<file path="src/rtl/cordic_mul_arbiter.sv">
// Two-requester round-robin front end for a shared 3-stage multiplier; result valid 4 edges after acceptance edge inclusive.
// A held, unconsumed result at the pipeline head stalls the whole multiplier (mul_ce low) and blocks both requesters.
module cordic_mul_arbiter #(
    parameter int LAT = 3
) (
    input  logic        clk,
    input  logic        reset,
    input  logic        req0_valid,
    input  logic        req1_valid,
    output logic        req0_ready,
    output logic        req1_ready,
    input  logic [15:0] req0_a,
    input  logic [15:0] req1_a,
    input  logic [12:0] req0_b,
    input  logic [12:0] req1_b,
    output logic        res0_valid,
    output logic        res1_valid,
    input  logic        res0_ready,
    input  logic        res1_ready,
    output logic [29:0] res0_p,
    output logic [29:0] res1_p,
    output logic        mul_ce,
    output logic [15:0] mul_din0,
    output logic [12:0] mul_din1,
    input  logic [29:0] mul_dout,
    output logic        busy
);

    logic [LAT-1:0] tag_vld;
    logic [LAT-1:0] tag_id;
    logic           last_gnt;

    logic head_vld;
    logic head_id;
    logic stall;
    logic advance;
    logic gnt0;
    logic gnt1;
    logic accept;
    logic load0;
    logic load1;

    always_comb begin
        head_vld = tag_vld[LAT-1];
        head_id  = tag_id[LAT-1];
        stall    = head_vld & (head_id ? (res1_valid & ~res1_ready)
                                       : (res0_valid & ~res0_ready));
        // Reset forces the enable so the external multiplier flushes.
        advance  = reset | ~stall;
        mul_ce   = advance;

        gnt0 = ~reset & req0_valid & (~req1_valid | last_gnt);
        gnt1 = ~reset & req1_valid & (~req0_valid | ~last_gnt);

        req0_ready = advance & gnt0;
        req1_ready = advance & gnt1;
        accept     = req0_ready | req1_ready;

        mul_din0 = '0;
        mul_din1 = '0;
        if (gnt0) begin
            mul_din0 = req0_a;
            mul_din1 = req0_b;
        end else if (gnt1) begin
            mul_din0 = req1_a;
            mul_din1 = req1_b;
        end

        load0 = advance & head_vld & ~head_id;
        load1 = advance & head_vld &  head_id;

        busy = (|tag_vld) | res0_valid | res1_valid;
    end

    always_ff @(posedge clk) begin
        if (reset) begin
            tag_vld    <= '0;
            tag_id     <= '0;
            last_gnt   <= 1'b1;
            res0_valid <= 1'b0;
            res1_valid <= 1'b0;
            res0_p     <= '0;
            res1_p     <= '0;
        end else begin
            if (advance) begin
                tag_vld <= {tag_vld[LAT-2:0], accept};
                tag_id  <= {tag_id[LAT-2:0], req1_ready};
            end
            if (accept) begin
                last_gnt <= req1_ready;
            end

            // A fresh load wins over a same-edge consume.
            if (load0) begin
                res0_p     <= mul_dout;
                res0_valid <= 1'b1;
            end else if (res0_ready) begin
                res0_valid <= 1'b0;
            end

            if (load1) begin
                res1_p     <= mul_dout;
                res1_valid <= 1'b1;
            end else if (res1_ready) begin
                res1_valid <= 1'b0;
            end
        end
    end

endmodule

</file>
<file path="config.mk">
export PLATFORM = sky130hd
export DESIGN_NAME = cordic_mul_arbiter
export DESIGN_NICKNAME = d
export VERILOG_FILES = /design/src/rtl/cordic_mul_arbiter.sv
export SDC_FILE = /design/constraint.sdc
export NUM_CORES = 1
export LEC_CHECK = 0
export ABC_CLOCK_PERIOD_IN_PS = 3600
export CAP_MARGIN = 0
export CORE_AREA = 10 10 98 100
export DETAILED_ROUTE_END_ITERATION = 8
export DIE_AREA = 0 0 108 110
export MAX_ROUTING_LAYER = met4
export PLACE_DENSITY = 0.85
export SYNTH_ARGS = -nofsm -noshare
export SYNTH_HDL_FRONTEND = slang
export SYNTH_SLANG_ARGS = --single-unit
</file>
<file path="constraint.sdc">
create_clock -name clk -period 3.6 [get_ports clk]
set_input_delay 0.54 -clock clk [delete_from_list [all_inputs] [get_ports clk]]
set_output_delay 0.54 -clock clk [all_outputs]
set_load 0.03 [all_outputs]
</file>
---- Yosys cells after proc, flatten, opt, wreduce, memory -nomap -nowiden ----
Cells that the tools add are included.
W data, S select, Z words.
storage, ports and cells
  register bits after elaboration ......... 69
  input port bits ......................... 94
  output and inout bits ................... 95
  logic and storage cells ................. 45
cells by class
  multiplexer cells ....................... 9
  bitwise gates (word level) .............. 26
  reductions and logical operators ........ 3
operators by type and width
  operator            count
  $mux W16            2
  $mux W13            2
  $and A1 B1 Y1       12
  $not A1 Y1          8
  $or A1 B1 Y1        6
  $mux W1             5
  $reduce_bool A2 Y1  2
  $reduce_or A3 Y1    1

---- Logic depth before layout (Yosys ltp) ----
  depth after elaboration ................. 9
  depth in mapped cells ................... 5
  gate-level depth less buffers ........... 3

---- Worst setup path after synthesis ----
Ideal clock, no wire load.
  path kind ............................... input to output
  from .................................... input port reset
  to ...................................... output port req0_ready
  data arrival time ....................... 1.661 ns
  required time ........................... 3.060 ns
  setup slack ............................. 1.399 ns
  cell stages on the path ................. 4
  buffers on the path ..................... 2
  path through ............................ buf_2 nor3b_1 buf_2 nor2b_1
between the ends
  longest elaborated chain between the ends .. 4
  elaborated cells between the ends (all ways) .. 5
  those cells by class .................... bitwise: 5
ends and longest elaborated chain
  item                         RTL line  source
  from (decl)                  7         input logic reset,
  $not A1 Y1                   52        gnt0 = ~reset & req0_valid & (~req1_valid | last_gnt);
  $and A1 B1 Y1 (2 in series)  52
  $and A1 B1 Y1 (*)            55        req0_ready = advance & gnt0;
  to (decl)                    10        output logic req0_ready,
Mark *: on every way between the ends. The rest lies on a longest branch, timed or not.

---- Worst setup path in the final report ----
  from .................................... input port res0_ready
  to ...................................... output port req0_ready
between the ends
  longest elaborated chain between the ends .. 7
ends and longest elaborated chain
  item           RTL line  source
  from (decl)    18        input logic res0_ready,
  $not A1 Y1     47        : (res0_valid & ~res0_ready));
  $and A1 B1 Y1  47
  $mux W1        46        stall = head_vld & (head_id ? (res1_valid & ~res1_ready)
  $and A1 B1 Y1  46
  $not A1 Y1     49        advance = reset | ~stall;
  $or A1 B1 Y1   49
  $and A1 B1 Y1  55
No other way between the ends.

==> results.yml <==
setup_path:
  startpoint_type: "input pin"
  cp-startpoint: "res0_ready"
  arrival_ps: 2380
  crit_type: "input pin to output port"
  reg2reg_slack_ps: 1600
  worstPathRequired_ps: 3060
  crit_top_cell: "clkdlybuf4s50_1"
  crit_chain: "clkdlybuf4s50_1, nand4bb_2, a21oi_2, nor2b_1, clkdlybuf4s50_1"
  slowest_stage: "clkdlybuf4s50_1"
  critPathCaptureType: "output port"
  worst-path-max-fanout: 6
  cpPeakStageDelay_ps: 610
  rr_startpoint: "tag_vld[2]$_SDFFE_PP0N_"
timing:
  slew_viol_final: 0
  max_slew_margin_pct: 20.3
  max_slew.worst_pin.slew_ps: 1200
  setup_viol: 0
  holdWs_ps: 475
  finalSetupTns_ps: 0
  finClkSkew_ps: 6.26
  hold_violations: 0
  fmax_mhz: 342
  rsz0062_at_grt: "no"
  period_needed_ps: 2920
  min_period_over_period_pct: 81.2
floorplanning:
  ios: 189
  die_area_sq_mm: 0.0119
  die_y_microns: 110
  initial_core_util_pct: 39.3
  std_cell_rows: 32
  fp.dieW_microns: 108
  core_sq_mm: 0.00765
synthesis:
  synth_seq_cells: 69
  ys.warnings.count: 0
  ys_types: 27
  synth_top_area_share_pct: 45.9
  synth_area_leader_cell: "dfxtp_1"
  synthCells: 360
  synth_area_sq_mm: 0.00301
  ys_seq_area_share_pct: 45.9
  syn-num-nets: 454
  netlist_top_cells_area: "dfxtp_1 (46%), a21oi_1 (11%), nand3_1 (10%)"
  syn_area_per_cell_sq_um: 8.35
finish:
  drive_gt1_share_pct: 11.5
  insertedDiodeCount: 0
  areaGrowthSynthToFinish_pct: 69.9
  final_cell_mix: "clkdlybuf4s50_1 (157), dfxtp_1 (69), a21oi_1 (66)"
  final_nets: 621
  num-fill-cells: 629
  mostFrequentLayoutCell: "clkdlybuf4s50_1"
outcome:
  status: "completed"
grt:
  grt_use_total_pct: 21.8
  grt_pass1_wl_mm: 19.8
  grt_pass1_vias: 3423
  grt_overflow: 0
  antenna_found_initial: 0
  grt_max_degree: 62
clock_tree:
  cts_hold_buffers: 0
  cts.clk_slew.worst_paths_ps: 70
  clock_path_buffers: 2
  cts-buffers-inserted: 9
  clkLatencyLatePin_ps: 340
  clock-sinks: 69
  post_cts_resized: 0
  root_buffer: "clkbuf_8"
  cts_tree: "done"
  cts_max_level: 3
  cts_setup_buffers: 0
route:
  antenna_left: 0
  via_per_inst: 5.52
  drc_errors: 0
  avgRoutedWirePerCell_microns: 20.5
  wl_mm: 13.0
  first_pass_iters: 5
  num_vias: 3498
  drt_iter0_markers: 197
power:
  power.internal_mw: 1.38
  clock_power_share_pct: 38.6
  p_per_area_mw_per_mm2: 361
  power_frac_seq_pct: 42.7
  ir_drop_mv: 0.259
  power_frac_comb_pct: 18.7
  leakagePower_nw: 1.82
  p_sw_mw: 0.463
  switching_share_pct: 25.1
run:
  cap_violations: 0
placement:
  hpwlAfterDp_mm: 9.69
  io_buffer_count: 188
  place_congestion: 0.886
min_path:
  hold_class: "flip-flop to flip-flop"
  min_from: "res0_p[2]$_SDFFE_PP0P_"
-- Yosys cell counts, drive strengths merged --
library cell and number:
nor3 3, nand2 2, nor2 4, or3b 2
mux2 1, and2 1, a21oi 67, inv 2
a22o 29, nor4 1, a211oi 1, nor3b 3
o21ai 62, and4b 1, buf 20, nand4b 1
nand2b 3, dfxtp 69, nand4bb 1, and4bb 1
clkbuf 18, nand3 63, a221o 1, nor2b 4
-- final timing paths --
| check | to | depth (start not counted) |
|---|---|---|
| worst max register to register | res1_p[1]$_SDFFE_PP0P_ | 3 |
| worst min-delay path | res0_p[2]$_SDFFE_PP0P_ | 2 |
| worst max-delay path | req0_ready | 5 |
| worst min register to register | res0_p[2]$_SDFFE_PP0P_ | 2 |
-- stage by stage --
step	cells	instance area (sq um)	util (%)	power, mW	setup WS, ps
2_1_floorplan	360	3010	-	0.952	1400
3_3_place_gp	618	4880	63.9	1.14	735
3_5_place_dp	618	4880	63.9	1.15	665
4_1_cts	634	5110	66.8	1.85	656
5_1_grt	634	5110	66.8	1.91	558
6_report	634	5110	66.8	1.85	678
-- power by group through the flow --
stage | Clock (mW) | Sequential, mW | Combinational, mW
floorplan | 0 | 0.825 | 0.127
detailed placement | 0 | 0.805 | 0.345
global placement | 0 | 0.804 | 0.340
global route | 0.757 | 0.789 | 0.364
finish | 0.713 | 0.787 | 0.345
CTS | 0.721 | 0.787 | 0.347
-- critical path, delay by kind of cell --
kind,cells,cell delay (ps)
buf+inv,2,1110
simple gates,2,460
compound gates,1,270
-- kinds of logic after synthesis --
| logic type | count (synthesis) | synth area share (%) |
|---|---|---|
| flip-flops | 69 | 45.9 |
| AO/OA/AOI/OAI | 160 | 30.8 |
| AND/OR/NAND/NOR | 90 | 17.1 |
| multiplexers | 1 | 0.375 |
| buffers and inverters | 40 | 5.83 |
-- routing by layer --
layer	share of wire, %	GRT usage, %	routed length, microns	vias up
met5	0	-	0	-
met4	1.5	5.25	196	0
met3	7.9	6.38	1030	18
met2	51	36.9	6660	162
met1	39	25.0	5130	1660
li1	-	-	-	1658
-- state kept, by name (all words and copies together), names as in the netlist --
signal / count
res0_p: 30
res1_p: 30
tag_id: 3
tag_vld: 3
last_gnt: 1
res0_valid: 1
res1_valid: 1
-- area by class of cell --
type	instances	area, sq um	share of cell area, %
sequential	69	1380	27.0
timing repair buffer	194	1900	37.1
clock buffer	12	155	3.04
tap	102	128	2.50
multi-input combinational	251	1470	28.8
clock inverter	4	70.1	1.37
inverter	2	7.51	0.147
Note: power is estimated with default switching activity, not from simulation.
